--- src/rtl/writeback_commit.sv ---
// writeback_commit: final pipeline stage. Latches the mem/wb bundle, commits it
// to the register file and the CZ flag register once per instruction, and
// publishes wb / post-wb tags for the execute-stage forwarding unit.
//
// Stage handshake: stall_in=1 holds the latched bundle and clears 'fresh', so a
// bundle commits only in its first cycle of occupancy. stall_in=0 accepts the
// incoming bundle on every edge, whether or not valid_in is set. There is no
// back-pressure towards the register file.
module writeback_commit #(
  parameter int DATA_W = 16,
  parameter int REG_AW = 3,
  parameter int CNT_W  = 16
) (
  input  logic              clk,
  input  logic              reset,
  input  logic              valid_in,
  input  logic [5:0]        op_in,
  input  logic [REG_AW-1:0] regA_in,
  input  logic [REG_AW-1:0] regB_in,
  input  logic [REG_AW-1:0] regC_in,
  input  logic [DATA_W-1:0] alu_in,
  input  logic [DATA_W-1:0] mem_in,
  input  logic [DATA_W-1:0] pc1_in,
  input  logic              nullify_in,
  input  logic [1:0]        cz_in,
  input  logic              stall_in,
  output logic              rf_we,
  output logic [REG_AW-1:0] rf_addr,
  output logic [DATA_W-1:0] rf_data,
  output logic              r7_we,
  output logic [1:0]        cz_out,
  output logic              cz_we,
  output logic [5:0]        wb_op,
  output logic [REG_AW-1:0] wb_regA,
  output logic [REG_AW-1:0] wb_regB,
  output logic [REG_AW-1:0] wb_regC,
  output logic [5:0]        wbpr_op,
  output logic [REG_AW-1:0] wbpr_regA,
  output logic [REG_AW-1:0] wbpr_regB,
  output logic [REG_AW-1:0] wbpr_regC,
  output logic              wbpr_cz_we,
  output logic [CNT_W-1:0]  retired
);

  // Latched bundle
  logic              valid_q, fresh_q, nullify_q;
  logic [5:0]        op_q;
  logic [REG_AW-1:0] rega_q, regb_q, regc_q;
  logic [DATA_W-1:0] alu_q, mem_q, pc1_q;
  logic [1:0]        czin_q;

  // Architectural state and post-wb tags
  logic [1:0]        cz_q, cz_d;
  logic [CNT_W-1:0]  retired_q;
  logic [5:0]        wbpr_op_q;
  logic [REG_AW-1:0] wbpr_rega_q, wbpr_regb_q, wbpr_regc_q;
  logic              wbpr_cz_we_q;

  // Decode results
  logic              commit;
  logic              writes_rf;
  logic              wr_z, wr_c;
  logic              z_val;
  logic [REG_AW-1:0] dest;
  logic [DATA_W-1:0] wdata;

  // Capture the bundle when not stalled; a held bundle is never fresh again.
  always_ff @(posedge clk or negedge reset) begin
    if (!reset) begin
      valid_q   <= 1'b0;
      fresh_q   <= 1'b0;
      nullify_q <= 1'b0;
      op_q      <= '0;
      rega_q    <= '0;
      regb_q    <= '0;
      regc_q    <= '0;
      alu_q     <= '0;
      mem_q     <= '0;
      pc1_q     <= '0;
      czin_q    <= '0;
    end else if (!stall_in) begin
      valid_q   <= valid_in;
      fresh_q   <= valid_in;
      nullify_q <= nullify_in;
      op_q      <= op_in;
      rega_q    <= regA_in;
      regb_q    <= regB_in;
      regc_q    <= regC_in;
      alu_q     <= alu_in;
      mem_q     <= mem_in;
      pc1_q     <= pc1_in;
      czin_q    <= cz_in;
    end else begin
      fresh_q   <= 1'b0;
    end
  end

  // Decode destination, write data and flag-update rules from the opcode.
  always_comb begin
    writes_rf = 1'b0;
    dest      = regc_q;
    wdata     = alu_q;
    wr_z      = 1'b0;
    wr_c      = 1'b0;
    z_val     = czin_q[1];
    unique case (op_q[5:2])
      4'b0000: begin writes_rf = 1'b1; dest = regc_q; wdata = alu_q; wr_z = 1'b1; wr_c = 1'b1; end
      4'b0010: begin writes_rf = 1'b1; dest = regc_q; wdata = alu_q; wr_z = 1'b1; end
      4'b0001: begin writes_rf = 1'b1; dest = regb_q; wdata = alu_q; wr_z = 1'b1; wr_c = 1'b1; end
      4'b0011: begin writes_rf = 1'b1; dest = rega_q; wdata = alu_q; end
      4'b0100: begin
        writes_rf = 1'b1; dest = rega_q; wdata = mem_q;
        wr_z = 1'b1; z_val = (mem_q == '0);
      end
      4'b1000, 4'b1001: begin writes_rf = 1'b1; dest = rega_q; wdata = pc1_q; end
      default: ;
    endcase
  end

  // Commit strobes and next CZ value.
  always_comb begin
    commit = valid_q & fresh_q & ~nullify_q;
    cz_we  = commit & (wr_z | wr_c);
    cz_d   = cz_q;
    if (commit && wr_z) cz_d[1] = z_val;
    if (commit && wr_c) cz_d[0] = czin_q[0];
  end

  // CZ register, retired counter and post-wb tags advance every edge.
  always_ff @(posedge clk or negedge reset) begin
    if (!reset) begin
      cz_q         <= 2'b00;
      retired_q    <= '0;
      wbpr_op_q    <= '0;
      wbpr_rega_q  <= '0;
      wbpr_regb_q  <= '0;
      wbpr_regc_q  <= '0;
      wbpr_cz_we_q <= 1'b0;
    end else begin
      cz_q         <= cz_d;
      if (commit) retired_q <= retired_q + CNT_W'(1);
      wbpr_op_q    <= op_q;
      wbpr_rega_q  <= rega_q;
      wbpr_regb_q  <= regb_q;
      wbpr_regc_q  <= regc_q;
      wbpr_cz_we_q <= cz_we;
    end
  end

  assign rf_we      = commit & writes_rf;
  assign rf_addr    = dest;
  assign rf_data    = wdata;
  assign r7_we      = rf_we & (dest == REG_AW'(7));
  assign cz_out     = cz_q;
  assign wb_op      = op_q;
  assign wb_regA    = rega_q;
  assign wb_regB    = regb_q;
  assign wb_regC    = regc_q;
  assign wbpr_op    = wbpr_op_q;
  assign wbpr_regA  = wbpr_rega_q;
  assign wbpr_regB  = wbpr_regb_q;
  assign wbpr_regC  = wbpr_regc_q;
  assign wbpr_cz_we = wbpr_cz_we_q;
  assign retired    = retired_q;

endmodule

--- config.mk ---
export PLATFORM = sky130hd
export DESIGN_NAME = writeback_commit
export DESIGN_NICKNAME = d
export VERILOG_FILES = /design/src/rtl/writeback_commit.sv
export SDC_FILE = /design/constraint.sdc
export NUM_CORES = 1
export LEC_CHECK = 0
export CORE_MARGIN = 2
export CORE_UTILIZATION = 49
export CTS_CLUSTER_DIAMETER = 80
export DETAILED_ROUTE_END_ITERATION = 6
export GPL_TIMING_DRIVEN = 0
export PLACE_DENSITY = 0.85
export SLEW_MARGIN = 25
export SYNTH_ARGS = -nofsm -noshare
export SYNTH_HDL_FRONTEND = slang
export SYNTH_SLANG_ARGS = --single-unit
--- constraint.sdc ---
create_clock -name clk -period 4.8 [get_ports clk]
set_input_delay 1.44 -clock clk [delete_from_list [all_inputs] [get_ports clk]]
set_output_delay 1.44 -clock clk [all_outputs]
set_load 0.02 [all_outputs]
---- After elaboration in Yosys (flattened, before gate mapping) ----
Index checks and enable logic that the tools add are counted.
storage, ports and cells
  flip-flop bits (word level) ............. 102
  input bits .............................. 70
  output and inout port bits .............. 71
  word-level logic and storage cells ...... 50
cells by class
  $add $sub $neg .......................... 1
  equality and inequality tests ........... 7
  mux-type cells .......................... 7
  bitwise operators ....................... 7
  reduce and logical (&&, ||, !) cells .... 9
operator list
  operator                 count
  $pmux W16 S2             1
  $add A16 B1 Y16 const B  1
  $logic_not A16 Y1        1
  $eq A4 B2 Y1 const B     2
  $eq A4 B4 Y1 const B     2
  $reduce_or A4 Y1         2
  $reduce_or A7 Y1         1
  $pmux W3 S2              1
  $and A1 B1 Y1            5
  $mux W1                  5
  $eq A4 B1 Y1 const B     1
  $eq A4 B3 Y1 const B     1
  $logic_not A4 Y1         1
  $reduce_or A2 Y1         2
  $eq A3 B3 Y1 const B     1
  $logic_and A1 B1 Y1      2
  $not A1 Y1               1
  $or A1 B1 Y1             1

---- Depth between registers and ports, before layout ----
  word-level depth ........................ 5
  gate-level depth with buffers ........... 6
  gate-level depth less buffers ........... 5

---- Worst setup path before layout ----
Ideal clock, no wire load.
  path kind ............................... register to output
  start point ............................. register op_q[5], in the netlist wb_op[5]
  end point ............................... output r7_we
  data arrival time ....................... 2,065 ps
  required time ........................... 3,360 ps
  setup slack ............................. 1,295 ps
  cell stages (with the launch flop) ...... 6
  buffers on the path ..................... 2
  path through ............................ dfrtp_1 -> buf_2 -> clkbuf_1 -> a21oi_1 -> o32ai_1 -> and4_1
between the ends
  longest elaborated chain between the ends .. 5
  elaborated cells between the ends (all ways) .. 14
  those cells by class .................... eq/ne (7); mux (2); bitwise (2); reduce/logical (3)
RTL lines
  item                                        RTL line  source
  start, declared                             47        logic [5:0] op_q;
  start signal, assigned                      85        op_q <= op_in;
  $eq A4 B4 Y1, or another cell as far along  106       unique case (op_q[5:2])
  $reduce_or A4 Y1 (no line)                  n/a
  $pmux W3 S2 (*)                             106
  via rf_addr[1]                              28        output logic [REG_AW-1:0] rf_addr,
  $eq A3 B3 Y1 (*)                            153       assign r7_we = rf_we & (dest == REG_AW'(7));
  $and A1 B1 Y1 (*)                           153
  end, declared                               30        output logic r7_we,
Mark *: on every way through the listed nets, which the timed path passes. The rest lies on a longest branch.

---- Worst setup path after layout ----
  start point ............................. register op_q[3], in the netlist wb_op[3]
  end point ............................... output rf_data[2]
between the ends
  longest elaborated chain between the ends .. 3
  elaborated cells between the ends (all ways) .. 5
  those cells by class .................... eq/ne (3); mux (1); reduce/logical (1)
RTL lines
  item              RTL line  source
  $eq A4 B4 Y1      106
  $reduce_or A2 Y1  n/a
  $pmux W16 S2 (*)  106
  end, declared     29        output logic [DATA_W-1:0] rf_data,
Mark *: on every way between the ends. The rest lies on a longest branch, timed or not.

==> summary.md <==
| Metric | Value |
|---|---|
| Outcome | completed |
| Max-cap viol count | 0 |
| RD Place Congestion | a little under 0.8 |
| Final Cell Area | 6070 um2 |
| Global-route usage over all layers | 0.222 |
| FF+latch count, synth | 102 |
| Hold Vio Cnt, Final | 0 |
| Via count | 3,132 |
| Slew margin rel. | 0.505 |
| H-tree levels | 3 |
| Post-synth ARST share | 1.00 |
| CTS clk-pin slew, worst paths | 0.09 ns |
| Syn nets | 396 |
| Pre-Repair DR Iteration Count | 4 |
| Synth Area in XOR/XNOR | 0.0305 |
| RSZ-0062 raised after global routing | no |
| EDFF count, synth | 0 |
| Largest net degree at the start of global routing | 54 |
| Synth area leader | dfrtp_1 |
| FMAX | 236 MHz |
| Area occupied by registers | 2550 um2 |
| Hold_buf cts | 0 |
| # resized after CTS | 0 |
| Placement-stage cell area | slightly below 6000 um2 |
| Vias per std cell | ~5.3 |
| Layout cells sized above 1 | 0.219 |
| Core area | between 8000 and 9000 um2 |
| 1st-iter DRT viols | 94 |
| Initial Util | 0.498 |
| Commonest non-fill, non-tap cell in the layout | clkdlybuf4s50_1 |
| Final ANT Viol Nets | 0 |
| CP peak stage delay | ~0.69 ns |
| Antenna cells | 0 |
| Fin crit share | 0.885 |
| Worst-path cell chain | buf_6, nor4b_4, buf_2, a22oi_1, nand2_1, clkdlybuf4s50_1 |
| Mapped cell area | ~4300 um2 |
| Slowest CP cell | nor4b_4 |
| Setup bufs post-CTS | 0 |
| CTS tree | built |
| Fin crit period | 4.25 ns |
| Yosys warns | 0 |
| Final Max Tran Viols | 0 |
| Worst vdd ir | approximately 0.00021 V |
| # IOs | about 140 |
| Total gr overflow | 0 |
| Worst-margin pin slew | ~0.74 ns |
| Syn Inst Count | 325 |
| Leakage | 2.57 nW |
| Layout Utilization | 0.703 |
| Fraction of synthesized area in multiplexers | 0.180 |
| Drt drc | 0 |
| IO Port Bufs | 139 |
| Min-Delay Path Class | reg2reg |
| Share of the synthesized area in the top cell type | 0.593 |
| Combinational power share | 0.246 |
| Post-Route WL | 10.0 mm |
| # clock sinks | 102 |
| Unique masters post-synth | 43 |
| Commonest cells after routing, fill and taps aside | clkdlybuf4s50_1, dfrtp_1, mux2_2 |
| Pwr dens | 347 nW/um2 |
| Detailed Place HPWL | 7.57 mm |
| Switch share | 0.277 |
| Worst EP required | 3.36 ns |
| Synth Area in Adders | 0.00553 |
| Seq pwr share | 0.481 |
| Largest family of logic cells by synthesized area | multiplexers |
| Worst Path Max Fanout | 10 |
| Pint | 1.52 mW |
| Synth Area per Inst | about 13 um2 |
| Arr. time, crit path | between 2 and 3 ns |
| Synth Flop Type | dfrtp_1 |
| Die Width | 97.7 um |
| Die Height | 97.7 um |
| Fin nets | 547 |
| First-pass GRT wire length | 16.9 mm |
| Vias in the first global route | between 3,000 and 4,000 |
| CP Launch Type | flip-flop |
| Count of endpoints failing setup in the final report | 0 |
| Clk_skew | 0.0103 ns |
| WL/cell | 17.1 um |
| CP endpoint kind | output port |
| Clk network pwr share | 0.273 |
| CTS Buf Count | 9 |
| P&R area growth vs syn | 41.0% |
| Total Die Area | 9540 um2 |
| Post-Synth Simple-Gate Area | 0.119 |
| Area occupied by multi-input gates | 1650 um2 |
| Antenna violations before repair | 0 |
| Rows | 34 |
| Top cells by area, synth | dfrtp_1, mux2_2, nand2_1 |
| Clock Latency Late Sink | 0.35 ns |
| CTS max path bufs | 2 |
| Sequential area share after synthesis | 0.593 |
| Synth Area in Compound Gates | 0.0486 |
| Crit Path Category | reg2out |
| Sw power | 583 uW |
| Root buffer cell | clkbuf_8 |
| Filler cell count | 613 |
==> worst max-delay path: cells and delay by family, from the launching register on <==
family	cells	cell delay (ns)
buffers and inverters	3	1.14
and+or+nand+nor	2	0.79
DFF	1	0.42
AOI/OAI and AO/OA	1	0.10
==> power by group through the flow <==
stage	Clock [mW]	Combinational [mW]	Sequential, mW
floorplan	0	0.205	1.07
global placement	0	0.508	1.02
detailed placement	0	0.522	1.03
CTS	0.594	0.524	1.01
global route	0.622	0.555	1.03
finish	0.576	0.518	1.01
==> Yosys cell counts, drive strengths merged, types with 4 or more instances <==
cell    instances
nand2          35
nand4           6
buf            14
a21oi           6
xor2            5
mux2           68
xnor2          10
nor4            5
nand3           5
nor3            6
clkbuf          4
a22oi          16
nor2            6
dfrtp         102
==> cells by family after synthesis <==
kind of cell             after synthesis
XOR/XNOR                              15
multiplexers                          69
buffers and inverters                 20
flip-flops                           102
AND/OR/NAND/NOR                       88
AO/OA/AOI/OAI                         29
adder cells (fa/ha/maj)                2
==> registers in the layout, indices dropped and copies added (netlist names), 6 cells and up <==
signal and count:
wb_op 6, alu_q 16, wbpr_op 6, retired 16, mem_q 16, pc1_q 16
==> path summary, 6_finish.rpt <==
check	end	depth (start not counted)	slack, ns	startpoint
setup / recovery	rf_data[2]	6	0.55	wb_op[3]
hold / removal	wbpr_op[1]	0	0.40	wb_op[1]
setup reg to reg	cz_out[1]	4	3.07	wb_op[3]
hold reg to reg	wbpr_op[1]	0	0.40	wb_op[1]
max in group asynchronous	retired[1]	2	3.17	reset
min in group asynchronous	alu_q[4]	1	1.03	reset
==> layer usage <==
metal	global-route usage	routed length [um]	up-vias
li1	-	-	1460
met1	0.280	4050	1549
met2	0.376	5140	112
met3	0.0655	725	11
met4	0.0620	118	0
met5	0	0	-
==> stage by stage <==
stage	TNS, ns	setup WS [ns]	cells	power, mW	hold WS [ns]
after floorplan	0	1.29	325	1.27	0.465
final	0	0.554	587	2.11	0.402
after detailed placement	0	0.930	573	1.55	0.379
after global routing	0	0.392	587	2.20	0.418
after CTS	0	0.536	587	2.13	0.398
after global placement	-139.03	-1.37	572	1.53	0.374
==> final cells by class <==
class / count / share of cell area
Timing Repair Buffer: 140 / 0.234
Clock buffer: 10 / 0.0227
Clock inverter: 4 / 0.0120
Sequential cell: 102 / 0.421
Buffer: 18 / 0.0151
Inverter: 2 / 0.00124
Tap cell: 108 / 0.0223
Multi-Input combinational cell: 203 / 0.272
No activity file was read; power rests on OpenSTA's default activity.
